## src/rtl/ram_alu_seq.sv

```systemverilog
// ram_alu_seq: command sequencer for the RAM-mapped ALU (X @0, Y @1, result @2).
// Ports:
//   clk, rst_n                       clock, synchronous active-low reset
//   in_valid/in_ready, in_x/y/op     command handshake and operands
//   alu_e/op/din/addr/w/r, alu_dout  ALU slot-access lines and result input
//   out_valid/out_ready, out_res     result handshake and captured result
//   out_err                          illegal-operand flag
//   done_cnt                         completed transactions (wraps)
// Optional: RAM_ALU_SEQ_ZGUARD_EN short-circuits illegal operands to DONE
// with out_res=0, out_err=1 and no ALU access.
module ram_alu_seq #(
    parameter int DATA_W = 16,
    parameter int RES_W  = 32,
    parameter int RD_LAT = 2
) (
    input  logic              clk,
    input  logic              rst_n,
    input  logic              in_valid,
    output logic              in_ready,
    input  logic [DATA_W-1:0] in_x,
    input  logic [DATA_W-1:0] in_y,
    input  logic [1:0]        in_op,
    output logic              alu_e,
    output logic [1:0]        alu_op,
    output logic [DATA_W-1:0] alu_din,
    output logic [1:0]        alu_addr,
    output logic              alu_w,
    output logic              alu_r,
    input  logic [RES_W-1:0]  alu_dout,
    output logic              out_valid,
    input  logic              out_ready,
    output logic [RES_W-1:0]  out_res,
    output logic              out_err,
    output logic [15:0]       done_cnt
);
    typedef enum logic [2:0] {IDLE, WR_X, WR_Y, RD, DONE} state_t;
    localparam int CW = RD_LAT > 1 ? $clog2(RD_LAT) : 1;

    state_t            state_q, state_d;
    logic [CW-1:0]     cnt_q, cnt_d;
    logic [DATA_W-1:0] x_q, x_d, y_q, y_d, din_q, din_d;
    logic [1:0]        op_q, op_d, addr_q, addr_d;
    logic [RES_W-1:0]  res_q, res_d;
    logic [15:0]       done_q, done_d;
    logic              err_q, err_d, en_q, accept, zbad;

    assign accept = in_valid && in_ready;

`ifdef RAM_ALU_SEQ_ZGUARD_EN
    assign zbad = ((in_op == 2'd1 || in_op == 2'd2) && in_y == '0) || (in_op == 2'd3 && in_x == in_y);
`else
    assign zbad = 1'b0;
`endif

    always_comb begin
        state_d = state_q;
        cnt_d   = cnt_q;
        x_d     = x_q;
        y_d     = y_q;
        op_d    = op_q;
        res_d   = res_q;
        err_d   = err_q;
        done_d  = done_q;
        case (state_q)
            IDLE: if (accept) begin
                x_d     = in_x;
                y_d     = in_y;
                op_d    = in_op;
                err_d   = zbad;
                res_d   = zbad ? '0 : res_q;
                state_d = zbad ? DONE : WR_X;
            end
            WR_X: state_d = WR_Y;
            WR_Y: begin
                cnt_d   = '0;
                state_d = RD;
            end
            RD: if (cnt_q == CW'(RD_LAT - 1)) begin
                res_d   = alu_dout;
                state_d = DONE;
            end else begin
                cnt_d = cnt_q + 1'b1;
            end
            DONE: if (out_ready) begin
                done_d  = done_q + 16'd1;
                state_d = IDLE;
            end
            default: state_d = IDLE;
        endcase
        // address/data registers are loaded for the state being entered so
        // they are valid during it, and hold once the sequence moves on
        addr_d = state_d == WR_X ? 2'd0 : state_d == WR_Y ? 2'd1 : state_d == RD ? 2'd2 : addr_q;
        din_d  = state_d == WR_X ? x_d : state_d == WR_Y ? y_q : din_q;
    end

    always_ff @(posedge clk) begin
        if (!rst_n) begin
            state_q <= IDLE;
            cnt_q   <= '0;
            x_q     <= '0;
            y_q     <= '0;
            op_q    <= '0;
            res_q   <= '0;
            err_q   <= 1'b0;
            done_q  <= '0;
            addr_q  <= '0;
            din_q   <= '0;
            en_q    <= 1'b0;
        end else begin
            state_q <= state_d;
            cnt_q   <= cnt_d;
            x_q     <= x_d;
            y_q     <= y_d;
            op_q    <= op_d;
            res_q   <= res_d;
            err_q   <= err_d;
            done_q  <= done_d;
            addr_q  <= addr_d;
            din_q   <= din_d;
            en_q    <= 1'b1;
        end
    end

    // en_q is low only while in reset, gating in_ready and alu_e
    assign in_ready  = en_q && state_q == IDLE;
    assign alu_e     = en_q;
    assign alu_op    = op_q;
    assign alu_din   = din_q;
    assign alu_addr  = addr_q;
    assign alu_w     = state_q == WR_X || state_q == WR_Y;
    assign alu_r     = state_q == RD;
    assign out_valid = state_q == DONE;
    assign out_res   = res_q;
    assign out_err   = err_q;
    assign done_cnt  = done_q;
endmodule
```

## config.mk

```make
export PLATFORM = sky130hd
export DESIGN_NAME = ram_alu_seq
export DESIGN_NICKNAME = d
export VERILOG_FILES = /design/src/rtl/ram_alu_seq.sv
export SDC_FILE = /design/constraint.sdc
export NUM_CORES = 1
export LEC_CHECK = 0
export BUFFER_PORTS_ARGS = -buffer_cell sky130_fd_sc_hd__buf_4
export CAP_MARGIN = 30
export CORE_MARGIN = 2
export CORE_UTILIZATION = 42
export DETAILED_ROUTE_END_ITERATION = 8
export PLACE_DENSITY = 0.74
export SLEW_MARGIN = 20
export SYNTH_ARGS = -nofsm -noshare
export SYNTH_HDL_FRONTEND = slang
export SYNTH_SLANG_ARGS = --single-unit
```

## constraint.sdc

```tcl
create_clock -name clk -period 3.7 [get_ports clk]
set_clock_uncertainty 0.1 [all_clocks]
set_input_delay 0.74 -clock clk [delete_from_list [all_inputs] [get_ports clk]]
set_output_delay 0.74 -clock clk [all_outputs]
set_load 0.1 [all_outputs]
```

==> out/summary.txt <==
Library cells used by synthesis: 35
Via count: 3252
# rows: 32
CP Launch Type: register
Final non-filler cell total: 661
Yosys warns: 0
Setup bufs post-CTS: 0
DR WL/cell: 12.88 µm
Routed wire length: 8512 µm
PortBufs: 142
WS Path Type: register to output port
Post-DP HPWL: 6166 µm
Worst VDD drop: 195.4 µV
Crit end category: output port
Die area: 0.008901 mm²
Clock buffer depth: 2
Lkg Pwr: 0.001951 µW
Worst EP required: 2860 ps
Tightest Pin Transition: 759.5 ps
Share of post-route cells with drive strength above 1: 30.23%
Vias per std cell: 4.920
Status: finished clean
Detail Route Antenna Nets: 0
Setup TNS: 0 ps
Pre-antenna DRT Iters: 4
CP max stage delay: 510 ps
Reg clk slew, reported paths: 90 ps
Cell Area, Synth: 0.003428 mm²
Largest net degree at the start of global routing: 44
Worst Path Arrival: 1690 ps
Vias in the first global route: 3163
Core area: 0.007807 mm²
Total CTS buffers: 9
Root buf cell: clkbuf_8
# DRC: 0
Number of antenna violations at the first check in global routing: 0
FF+latch count, synth: 89
Fmax achieved: 0.3951 GHz
Post-CTS resize count: 0
Area Overhead vs Synth: 38.21%
Final Hold Viols: 0
Iter 0 DRT Violations: 92
Cell Pwr Density: 414.0 mW/mm²
CP max FO: 7
Synthesized net count: 498
Final min period: 2531 ps
Final GP Congestion: 0.7475
Hold crit path type: register to register
Mapped Cells: 427
Placed Cells incl. Taps: 645
Crit-path cells: nor2b_1 -> and2_1 -> buf_4
I/O pin count: 144
Die width: 94.35 µm
Seq/Total Area, Yosys: 51.97%
Sink Count: 89
H-tree depth: 3
Total of max-cap violations: 0
GR Overflow Total: 0
CTS tree: done
Post-CTS Hold Buffers: 0
R2R Setup Slk: 1630 ps
Later-pin clock latency in the skew report: 340 ps
Initial core utilization: 43.91%
Final max-slew violation count: 0
First-pass GRT wire length: 13900 µm
Diodes inserted: 0
Final setup viols: 0
Gr usage total: 19.28%
Syn avg cell area: 8.029 µm²
RSZ-0062 raised after global routing: no
Fin crit share: 68.41%
Die height: 94.35 µm
Fill cell total of the finished layout: 730
Relative slew slack: 49.29%
Nets: 625
Slowest cell on crit path: dfxtp_1
-- stage by stage --
step	hold WS (ps)	instance area [µm²]	setup WS, ps	utilization (%)	total power, µW
global route	380.2	4738	1036	60.69	2045
detailed placement	347.9	4542	1365	58.17	1329
floorplan	336.6	3428	483.6	-	1229
finish	355.9	4738	1169	60.69	1961
CTS	360.7	4738	1142	60.69	1984
global placement	342.6	4499	1432	57.63	1324
-- worst max-delay path, delay by kind of cell (launching register included) --
kind                   cells  cell delay [ps]
buffers and inverters      1              290
AND/OR/NAND/NOR            2              540
flip-flops                 1              510
-- state kept, by name, summed over array words and instances (netlist names) --
signal    flops
alu_op        2
alu_din      16
alu_addr      2
cnt_q         1
out_res      32
state_q       3
alu_e         1
y_q          16
done_cnt     16
-- area by class of cell --
cell class,count,area (µm²),area share (%)
clock buffers,10,127.6,2.693
well taps,102,127.6,2.693
multi-input cells,303,1474,31.11
flip-flops and latches,89,1782,37.60
inverters,4,15.01,0.3169
clock inverters,6,68.82,1.452
repair buffers,147,1144,24.14
-- report_power, final --
part,switching [µW],internal (µW)
combinational,209,97.4
clock,341,315
sequential,16.7,982
total,567,1390
-- logic make-up after synthesis --
logic type	after synthesis	share of synthesized area, %
muxes	3	0.8759
xor gates and xnor gates	9	2.299
adders and majority gates	1	0.3649
buffers and inverters	35	5.036
and+or+nand+nor	207	26.46
AOI/OAI and AO/OA	82	12.88
other	1	0.1094
DFF	89	51.97
-- cell usage after synthesis --
| master | number | area share [%] |
|---|---|---|
| o21ai_0 | 3 | 0.44 |
| or3_1 | 3 | 0.55 |
| xor2_1 | 7 | 1.8 |
| a21oi_1 | 59 | 8.6 |
| and3_1 | 4 | 0.73 |
| mux2i_1 | 3 | 0.88 |
| buf_4 | 5 | 1.1 |
| buf_6 | 2 | 0.66 |
| a31oi_1 | 16 | 2.9 |
| nand3_1 | 6 | 0.88 |
| inv_1 | 4 | 0.44 |
| and4bb_1 | 1 | 0.36 |
| nor3_1 | 2 | 0.29 |
| nand4_1 | 3 | 0.55 |
| nor4_1 | 2 | 0.36 |
| nand2_1 | 156 | 17 |
| nor2_1 | 13 | 1.4 |
| nor3b_2 | 1 | 0.36 |
| and4_1 | 2 | 0.51 |
| clkbuf_1 | 18 | 2.0 |
| and2_2 | 1 | 0.22 |
| a21oi_2 | 1 | 0.26 |
| buf_2 | 6 | 0.88 |
| conb_1 | 1 | 0.11 |
| or4_1 | 3 | 0.66 |
| nand2_4 | 1 | 0.33 |
| and2_1 | 3 | 0.55 |
| o31ai_1 | 3 | 0.66 |
| nand2_2 | 1 | 0.18 |
| dfxtp_1 | 89 | 52 |
| xnor2_1 | 2 | 0.51 |
| nand2b_1 | 3 | 0.55 |
| ha_1 | 1 | 0.36 |
| nor4b_4 | 1 | 0.69 |
| nor2b_1 | 1 | 0.18 |
-- routing by layer --
layer  vias to the layer above  track usage, %  wire length [µm]
met5                         -               0                 0
met4                         0           6.884               105
met3                         8           5.347               738
met2                       119           33.51              4010
met1                      1463           22.82              3657
li1                       1662               -                 -
-- placed cells by master (no fill, tap or decap), types with 4 or more instances in the layout --
cell type  synthesis  routed
nand2_1          156     156
buf_4              5     144
dfxtp_1           89      89
a21oi_1           59      59
a31oi_1           16      16
nor2_1            13      13
clkbuf_8           0       9
xor2_1             7       7
nand3_1            6       6
and3_1             4       4
-- worst paths after layout --
check | start | to | depth (start not counted)
max reg2reg | state_q[1]$_SDFF_PN0_ | out_res[0]$_SDFFE_PN0P_ | 5
min | out_res[5]$_SDFFE_PN0P_ | out_res[5]$_SDFFE_PN0P_ | 2
max | state_q[1]$_SDFF_PN0_ | alu_r | 3
min reg2reg | out_res[5]$_SDFFE_PN0P_ | out_res[5]$_SDFFE_PN0P_ | 2
(Power assumes the default switching activity.)
